## src/rtl/instr_fetch_if.sv

```systemverilog
// Instruction-fetch bundle: imem request/response port plus the decoded-instruction hand-off.
// The master modport belongs to the fetch unit; the slave modport belongs to memory and the datapath.
interface instr_fetch_if #(
    parameter int unsigned XLEN = 32
);
    logic            imem_req_valid;
    logic            imem_req_ready;
    logic [XLEN-1:0] imem_req_addr;
    logic            imem_rsp_valid;
    logic [31:0]     imem_rsp_data;
    logic            inst_valid;
    logic [31:0]     inst;
    logic [XLEN-1:0] inst_pc;
    logic [6:0]      opcode;
    logic            inst_ready;
    logic            redirect_valid;
    logic [XLEN-1:0] redirect_pc;
    logic [31:0]     fetch_cnt;

    modport master (
        output imem_req_valid, imem_req_addr,
        input  imem_req_ready,
        input  imem_rsp_valid, imem_rsp_data,
        output inst_valid, inst, inst_pc, opcode, fetch_cnt,
        input  inst_ready, redirect_valid, redirect_pc
    );

    modport slave (
        input  imem_req_valid, imem_req_addr,
        output imem_req_ready,
        output imem_rsp_valid, imem_rsp_data,
        input  inst_valid, inst, inst_pc, opcode, fetch_cnt,
        output inst_ready, redirect_valid, redirect_pc
    );
endinterface

```

## src/rtl/instr_fetch_unit.sv

```systemverilog
// Instruction fetch unit: holds the PC, fetches one word at a time over imem and presents it until retired.
// Optional FETCH_MISALIGN_CHECK_EN adds a sticky fetch_misaligned flag and a HALT state for misaligned redirects.
module instr_fetch_unit #(
    parameter int unsigned     XLEN     = 32,
    parameter logic [XLEN-1:0] RESET_PC = '0,
    parameter logic [31:0]     NOP_INST = 32'h0000_0013
) (
    input  logic            clk,
    input  logic            rst,
`ifdef FETCH_MISALIGN_CHECK_EN
    output logic            fetch_misaligned,
`endif
    instr_fetch_if.master   bus
);

    localparam logic [1:0] ST_REQ  = 2'd0;
    localparam logic [1:0] ST_WAIT = 2'd1;
    localparam logic [1:0] ST_HOLD = 2'd2;
    localparam logic [1:0] ST_HALT = 2'd3;

    logic [1:0]      state;
    logic [1:0]      state_next;
    logic            req_valid_q;
    logic [XLEN-1:0] pc_q;
    logic [XLEN-1:0] pc_next;
    logic [31:0]     inst_q;
    logic [XLEN-1:0] inst_pc_q;
    logic            inst_valid_q;
    logic [31:0]     fetch_cnt_q;
    logic            rsp_fire;
    logic            retire;
    logic            misalign_hit;
    logic [XLEN-1:0] target;

    // Redirect target: misaligned targets either halt fetch or get their low bits dropped
`ifdef FETCH_MISALIGN_CHECK_EN
    assign target = bus.redirect_pc;
`else
    assign target = bus.redirect_pc & ~XLEN'(3);
`endif

    assign pc_next = bus.redirect_valid ? target : pc_q + XLEN'(4);

    // Next-state and event decode
    always_comb begin
        state_next   = state;
        rsp_fire     = 1'b0;
        retire       = 1'b0;
        misalign_hit = 1'b0;
        case (state)
            ST_REQ: begin
                if (req_valid_q && bus.imem_req_ready) state_next = ST_WAIT;
            end
            ST_WAIT: begin
                if (bus.imem_rsp_valid) begin
                    rsp_fire   = 1'b1;
                    state_next = ST_HOLD;
                end
            end
            ST_HOLD: begin
                if (bus.inst_ready) begin
                    retire     = 1'b1;
                    state_next = ST_REQ;
`ifdef FETCH_MISALIGN_CHECK_EN
                    if (bus.redirect_valid && (bus.redirect_pc[1:0] != 2'b00)) begin
                        misalign_hit = 1'b1;
                        state_next   = ST_HALT;
                    end
`endif
                end
            end
            default: state_next = state;
        endcase
    end

    // State register; req_valid tracks the state being entered so it is low only in the first cycle after reset
    always_ff @(posedge clk or posedge rst) begin
        if (rst) begin
            state       <= ST_REQ;
            req_valid_q <= 1'b0;
        end else begin
            state       <= state_next;
            req_valid_q <= (state_next == ST_REQ);
        end
    end

    // PC, instruction latch and retire counter
    always_ff @(posedge clk or posedge rst) begin
        if (rst) begin
            pc_q         <= RESET_PC;
            inst_q       <= NOP_INST;
            inst_pc_q    <= RESET_PC;
            inst_valid_q <= 1'b0;
            fetch_cnt_q  <= '0;
        end else begin
            if (rsp_fire) begin
                inst_q       <= bus.imem_rsp_data;
                inst_pc_q    <= pc_q;
                inst_valid_q <= 1'b1;
            end
            if (retire) begin
                inst_q       <= NOP_INST;
                inst_valid_q <= 1'b0;
                fetch_cnt_q  <= fetch_cnt_q + 32'd1;
                pc_q         <= pc_next;
            end
        end
    end

`ifdef FETCH_MISALIGN_CHECK_EN
    // Sticky until reset
    always_ff @(posedge clk or posedge rst) begin
        if (rst)               fetch_misaligned <= 1'b0;
        else if (misalign_hit) fetch_misaligned <= 1'b1;
    end
`endif

    assign bus.imem_req_valid = req_valid_q;
    assign bus.imem_req_addr  = pc_q;
    assign bus.inst_valid     = inst_valid_q;
    assign bus.inst           = inst_q;
    assign bus.inst_pc        = inst_pc_q;
    assign bus.opcode         = inst_q[6:0];
    assign bus.fetch_cnt      = fetch_cnt_q;

endmodule

```

## src/flat_wrapper.sv

```systemverilog
// flat-port wrapper written by rule: the top's interface ports become plain ports
module instr_fetch_unit_flat 
#(
    parameter int unsigned     XLEN     = 32,
    parameter logic [XLEN-1:0] RESET_PC = '0,
    parameter logic [31:0]     NOP_INST = 32'h0000_0013
)
  (clk, rst, bus_imem_req_valid, bus_imem_req_addr, bus_imem_req_ready, bus_imem_rsp_valid, bus_imem_rsp_data, bus_inst_valid, bus_inst, bus_inst_pc, bus_opcode, bus_fetch_cnt, bus_inst_ready, bus_redirect_valid, bus_redirect_pc);
  instr_fetch_if #(.XLEN(XLEN)) bus_i ();
  input  logic clk;
  input  logic rst;
  output wire logic [$bits(bus_i.imem_req_valid)-1:0] bus_imem_req_valid;
  output wire logic [$bits(bus_i.imem_req_addr)-1:0] bus_imem_req_addr;
  input wire logic [$bits(bus_i.imem_req_ready)-1:0] bus_imem_req_ready;
  input wire logic [$bits(bus_i.imem_rsp_valid)-1:0] bus_imem_rsp_valid;
  input wire logic [$bits(bus_i.imem_rsp_data)-1:0] bus_imem_rsp_data;
  output wire logic [$bits(bus_i.inst_valid)-1:0] bus_inst_valid;
  output wire logic [$bits(bus_i.inst)-1:0] bus_inst;
  output wire logic [$bits(bus_i.inst_pc)-1:0] bus_inst_pc;
  output wire logic [$bits(bus_i.opcode)-1:0] bus_opcode;
  output wire logic [$bits(bus_i.fetch_cnt)-1:0] bus_fetch_cnt;
  input wire logic [$bits(bus_i.inst_ready)-1:0] bus_inst_ready;
  input wire logic [$bits(bus_i.redirect_valid)-1:0] bus_redirect_valid;
  input wire logic [$bits(bus_i.redirect_pc)-1:0] bus_redirect_pc;
  assign bus_imem_req_valid = bus_i.imem_req_valid;
  assign bus_imem_req_addr = bus_i.imem_req_addr;
  assign bus_i.imem_req_ready = bus_imem_req_ready;
  assign bus_i.imem_rsp_valid = bus_imem_rsp_valid;
  assign bus_i.imem_rsp_data = bus_imem_rsp_data;
  assign bus_inst_valid = bus_i.inst_valid;
  assign bus_inst = bus_i.inst;
  assign bus_inst_pc = bus_i.inst_pc;
  assign bus_opcode = bus_i.opcode;
  assign bus_fetch_cnt = bus_i.fetch_cnt;
  assign bus_i.inst_ready = bus_inst_ready;
  assign bus_i.redirect_valid = bus_redirect_valid;
  assign bus_i.redirect_pc = bus_redirect_pc;
  instr_fetch_unit #(.XLEN(XLEN), .RESET_PC(RESET_PC), .NOP_INST(NOP_INST)) u_core (.clk(clk), .rst(rst), .bus(bus_i));
endmodule
```

## config.mk

```make
export PLATFORM = sky130hd
export DESIGN_NAME = instr_fetch_unit_flat
export DESIGN_NICKNAME = d
export VERILOG_FILES = /design/src/rtl/instr_fetch_if.sv /design/src/rtl/instr_fetch_unit.sv /design/src/flat_wrapper.sv
export SDC_FILE = /design/constraint.sdc
export NUM_CORES = 1
export LEC_CHECK = 0
export CAP_MARGIN = 20
export CORE_UTILIZATION = 30
export DETAILED_ROUTE_END_ITERATION = 10
export PLACE_DENSITY = 0.55
export REMOVE_ABC_BUFFERS = 1
export SLEW_MARGIN = 20
export SYNTH_ARGS = -nofsm -noshare
export SYNTH_HDL_FRONTEND = slang
export SYNTH_SLANG_ARGS = --single-unit
```

## constraint.sdc

```tcl
create_clock -name clk -period 11.4 [get_ports clk]
set_clock_uncertainty 0.1 [all_clocks]
set_input_delay 2.85 -clock clk [delete_from_list [all_inputs] [get_ports clk]]
set_output_delay 2.85 -clock clk [all_outputs]
set_load 0.1 [all_outputs]
```

Yosys cells after proc, flatten, opt, wreduce, memory -nomap -nowiden
Index checks and enable logic that the tools add are counted.
{ "word_totals": {"ff_bits": 132, "in_bits": 70, "wordCells": 28} }
{ "classes": {"addsub": 2, "eq_ne": 2, "muxes": 13, "n_reduce_logical": 4} }
{ "ops": {"columns": ["operator", "n"], "rows": [
  ["$mux W32", 3],
  ["$add A32 B1 Y32 const B", 1],
  ["$add A32 B3 Y32 const B", 1],
  ["$mux W1", 6],
  ["$mux W2", 3],
  ["$pmux W2 S3", 1],
  ["$logic_not A2 Y1", 2],
  ["$eq A2 B1 Y1 const B", 1],
  ["$eq A2 B2 Y1 const B", 1],
  ["$reduce_bool A2 Y1", 1],
  ["$logic_and A1 B1 Y1", 1]
]} }

Logic depth before layout (Yosys ltp)
{ "depth": {"ltp_word": 4, "depth_mapped": 6, "mapped_depth_nobuf": 5} }

Least setup slack after synthesis
OpenSTA, ideal clock, no wires.
{ "synth_timing": {"path_type": "register -> output", "from": "register u_core.inst_q[2] (netlist: u_core.bus.inst[2])", "to": "output port bus_opcode[2]", "arrival_ns": 1.340, "t_required_ns": 8.450, "slack_ns": 7.110, "path_stages_with_launch": 2, "n_path_buf": 1, "cell_sequence": "dfrtp_1 > buf_4"} }
{ "synth_lines": {"columns": ["element", "line_no", "text"], "rows": [
  ["start: declaration", "instr_fetch_unit.sv:26", "logic [31:0] inst_q;"],
  ["start signal: assignment", "instr_fetch_unit.sv:97", "inst_q <= bus.imem_rsp_data;"],
  ["end: declaration", "flat_wrapper.sv:20", "output wire logic [$bits(bus_i.opcode)-1:0] bus_opcode;"]
]} }
No word-level cell between the ends.

Worst setup path in the final report
{ "layout_timing": {"from": "register u_core.pc_q[6] (netlist: u_core.bus.imem_req_addr[6])", "to": "output port bus_imem_req_addr[6]"} }
{ "layout_lines": {"columns": ["element", "line_no", "text"], "rows": [
  ["start: declaration", "instr_fetch_unit.sv:24", "logic [XLEN-1:0] pc_q;"],
  ["start signal: assignment", "instr_fetch_unit.sv:105", "pc_q <= pc_next;"],
  ["end: declaration", "flat_wrapper.sv:13", "output wire logic [$bits(bus_i.imem_req_addr)-1:0] bus_imem_req_addr;"]
]} }
No word-level cell between the ends.

==> results.toml <==
[route]
vias = 5133
via_per_inst = 5.07
drc = 0
ant_nets = 0
drt-total-wl_um = 17400
firstDrtPassIters = 4
post_drt_wl_per_cell_um = 17.2
drt_iter0_drc = 199

[logic_synthesis]
synthTopCellsByArea = "dfrtp_1 52%, mux2_2 5.6%, a22o_1 4.2%, xnor2_1 3.6%, nand4_1 2.7%"
netlist_instances = 551
synthAdderAreaFrac_pct = 0.417
yosysSeqAreaShare_pct = 53.4
synthSimpleGateAreaFrac_pct = 17.9
yosysTopAreaCell = "dfrtp_1"
ys_types = 55
ys_ff_latch = 128
syn-cell-area_um2 = 6000
synth_top_family_by_area = "simple AND/OR/NAND/NOR gates"
synthFlopType = "dfrtp_1"
synth_compound_area_share_pct = 12.8
synth_async_sr_flop_share_pct = 100
synth-xor-area-share_pct = 4.52
syn_area_per_cell_um2 = 10.9
synth.area.mux_share_pct = 6.46
yosys_warnings = 0
synth_edf_count = 0
synth_top_area_share_pct = 52.1

[placement]
gp_congestion = 0.804
io_buffer_count = 200
hpwl_um = 12000

[cells_and_area]
area_growth_pct = 47.2
layout_commonest_cell = "clkdlybuf4s50_1"
diodes = 0
most-common-layout-cells = "199 x clkdlybuf4s50_1, 125 x dfrtp_1, 30 x nand2_1, 30 x mux2_2, 29 x a22o_1"
seq_area_um2 = 3210
multiInputGateArea_um2 = 2550
num-fill-cells = 1874
drive_gt1_share_pct = 11.5
final_nets = 807

[sta]
period_share_pct = 45.1
max_freq_mhz = 194
whs_ps = 373
rsz0062_at_grt = "no"
setup_viol = 0
setup-tns-final_ps = 0
max-slew-margin-rel_pct = 30.4
maxSlewViolCount = 0
hold_viol_final = 0
worstMarginPinSlew_ps = 1040
period_minus_slack_ps = 5140

[critical_path]
ff2ff_path_depth = 6
reg2reg_to = "u_core.bus.inst[29]$_DFFE_PP0P_"
cp.arrival_ps = 2190
crit_path_cell_trace = "clkdlybuf4s50_1"
cpPeakStageDelay_ps = 1220
cp.required_ps = 8450
rr_startpoint = "u_core.state[0]$_DFF_PP0_"
critPathSlowestCell = "clkdlybuf4s50_1"
startpoint_type = "flop"
crit_family = "buffers and inverters"
endpoint_kind = "output port"
path_buf_inv = 1
rrSetupSlack_ps = 8740
crit_cells = 1
crit_fanout = 11
crit_end = "bus_imem_req_addr[6]"
cp-startpoint = "u_core.bus.imem_req_addr[6]$_DFFE_PP0P_"
critPathKind = "reg -> out"

[global_routing]
antenna_found_initial = 0
grtUsageTotal_pct = 17.6
grt_max_degree = 74
grt_first_pass_wirelength_um = 27700
grt-ovfl-total = 0
grt_pass1_vias = 4962

[die]
start_util_pct = 30.7
die_h_um = 143
ios = 207
die_w_um = 143
rows = 51
die-area_um2 = 20600
core_area_um2 = 19500

[clock_network]
cts-root-buf = "clkbuf_16"
clockBufferDepth = 2
cts_resized = 0
cts_buffers = 17
clock_latency_ps = 420
ctsHoldBuffers = 0
cts_tree = "built"
post-cts-setup-buffers = 0
cts_num_sinks = 128
cts_max_level = 4
clk_pin_slew_worst_paths_ps = 60

[status]
status = "finished clean"

[worst_hold_path]
hp-class = "reg -> reg"

[run]
drv_cap = 0
[kinds of logic after synthesis]
kind of cell | count (synthesis)
compound gates | 109
other cells | 1
flops | 128
mux | 35
simple gates | 190
buf+inv | 55
fa+ha+maj | 2
xor+xnor | 31
[registers in the layout, indices dropped and copies added, names as in the netlist]
register                   count
u_core.bus.imem_req_addr      30
u_core.bus.imem_req_valid      1
u_core.state                   2
u_core.bus.inst               32
u_core.bus.fetch_cnt          32
u_core.bus.inst_valid          1
u_core.bus.inst_pc            30
[per-stage QoR]
step,area (µm²),worst slack (ps),util [%],std cells
after floorplan,5790,4330,-,508
after global placement,8180,5950,41.9,980
after detailed placement,8190,5850,42.0,981
after CTS,8840,6250,45.3,1013
after global routing,8840,6140,45.3,1013
final,8840,6260,45.3,1013
[per-layer routing]
layer  vias to the layer above  GRT usage, %  part of all wire [%]
met5                         -             0                     0
met4                         0          6.10                   1.6
met3                        23          4.93                   5.4
met2                       179          27.7                    48
met1                      2523          23.1                    45
li1                       2408             -                     -
[cells in the mapped netlist, types with 11 or more instances]
cell type    n
buf_4       11
nand4_1     26
nand3_1     28
nor2_1      30
a21oi_1     15
xnor2_1     25
a22o_1      29
nand2_1     30
nor3_1      20
mux2_2      30
clkbuf_1    24
and3_1      12
dfrtp_1    125
o21ai_0     27
[layout make-up]
cell class                 instances  area share [%]
sequential                       128            36.3
multi-input combinational        371            28.9
tap                              265            3.75
clock buffer                      18            4.97
inverter                           9           0.439
timing repair buffer             208            23.3
clock inverter                    14            2.31
[how the worst min path moves through the flow]
stage / startpoint / end / slack, ps / cells past startpoint
2_1_floorplan: u_core.state[0]$_DFF_PP0_ / u_core.state[1]$_DFF_PP0_ / 480 / 2
3_3_place_gp: u_core.bus.fetch_cnt[31]$_DFFE_PP0P_ / u_core.bus.fetch_cnt[31]$_DFFE_PP0P_ / 360 / 1
3_5_place_dp: u_core.bus.inst_valid$_DFFE_PP0P_ / u_core.bus.inst_valid$_DFFE_PP0P_ / 360 / 1
4_1_cts: u_core.bus.inst_valid$_DFFE_PP0P_ / u_core.bus.inst_valid$_DFFE_PP0P_ / 380 / 1
5_1_grt: u_core.bus.fetch_cnt[31]$_DFFE_PP0P_ / u_core.bus.fetch_cnt[31]$_DFFE_PP0P_ / 400 / 1
6_report: u_core.bus.inst_valid$_DFFE_PP0P_ / u_core.bus.inst_valid$_DFFE_PP0P_ / 370 / 1
Power is left out: the tool's default activity adds up to more than one toggle a clock period on the data nets, which glitch-free logic cannot reach.
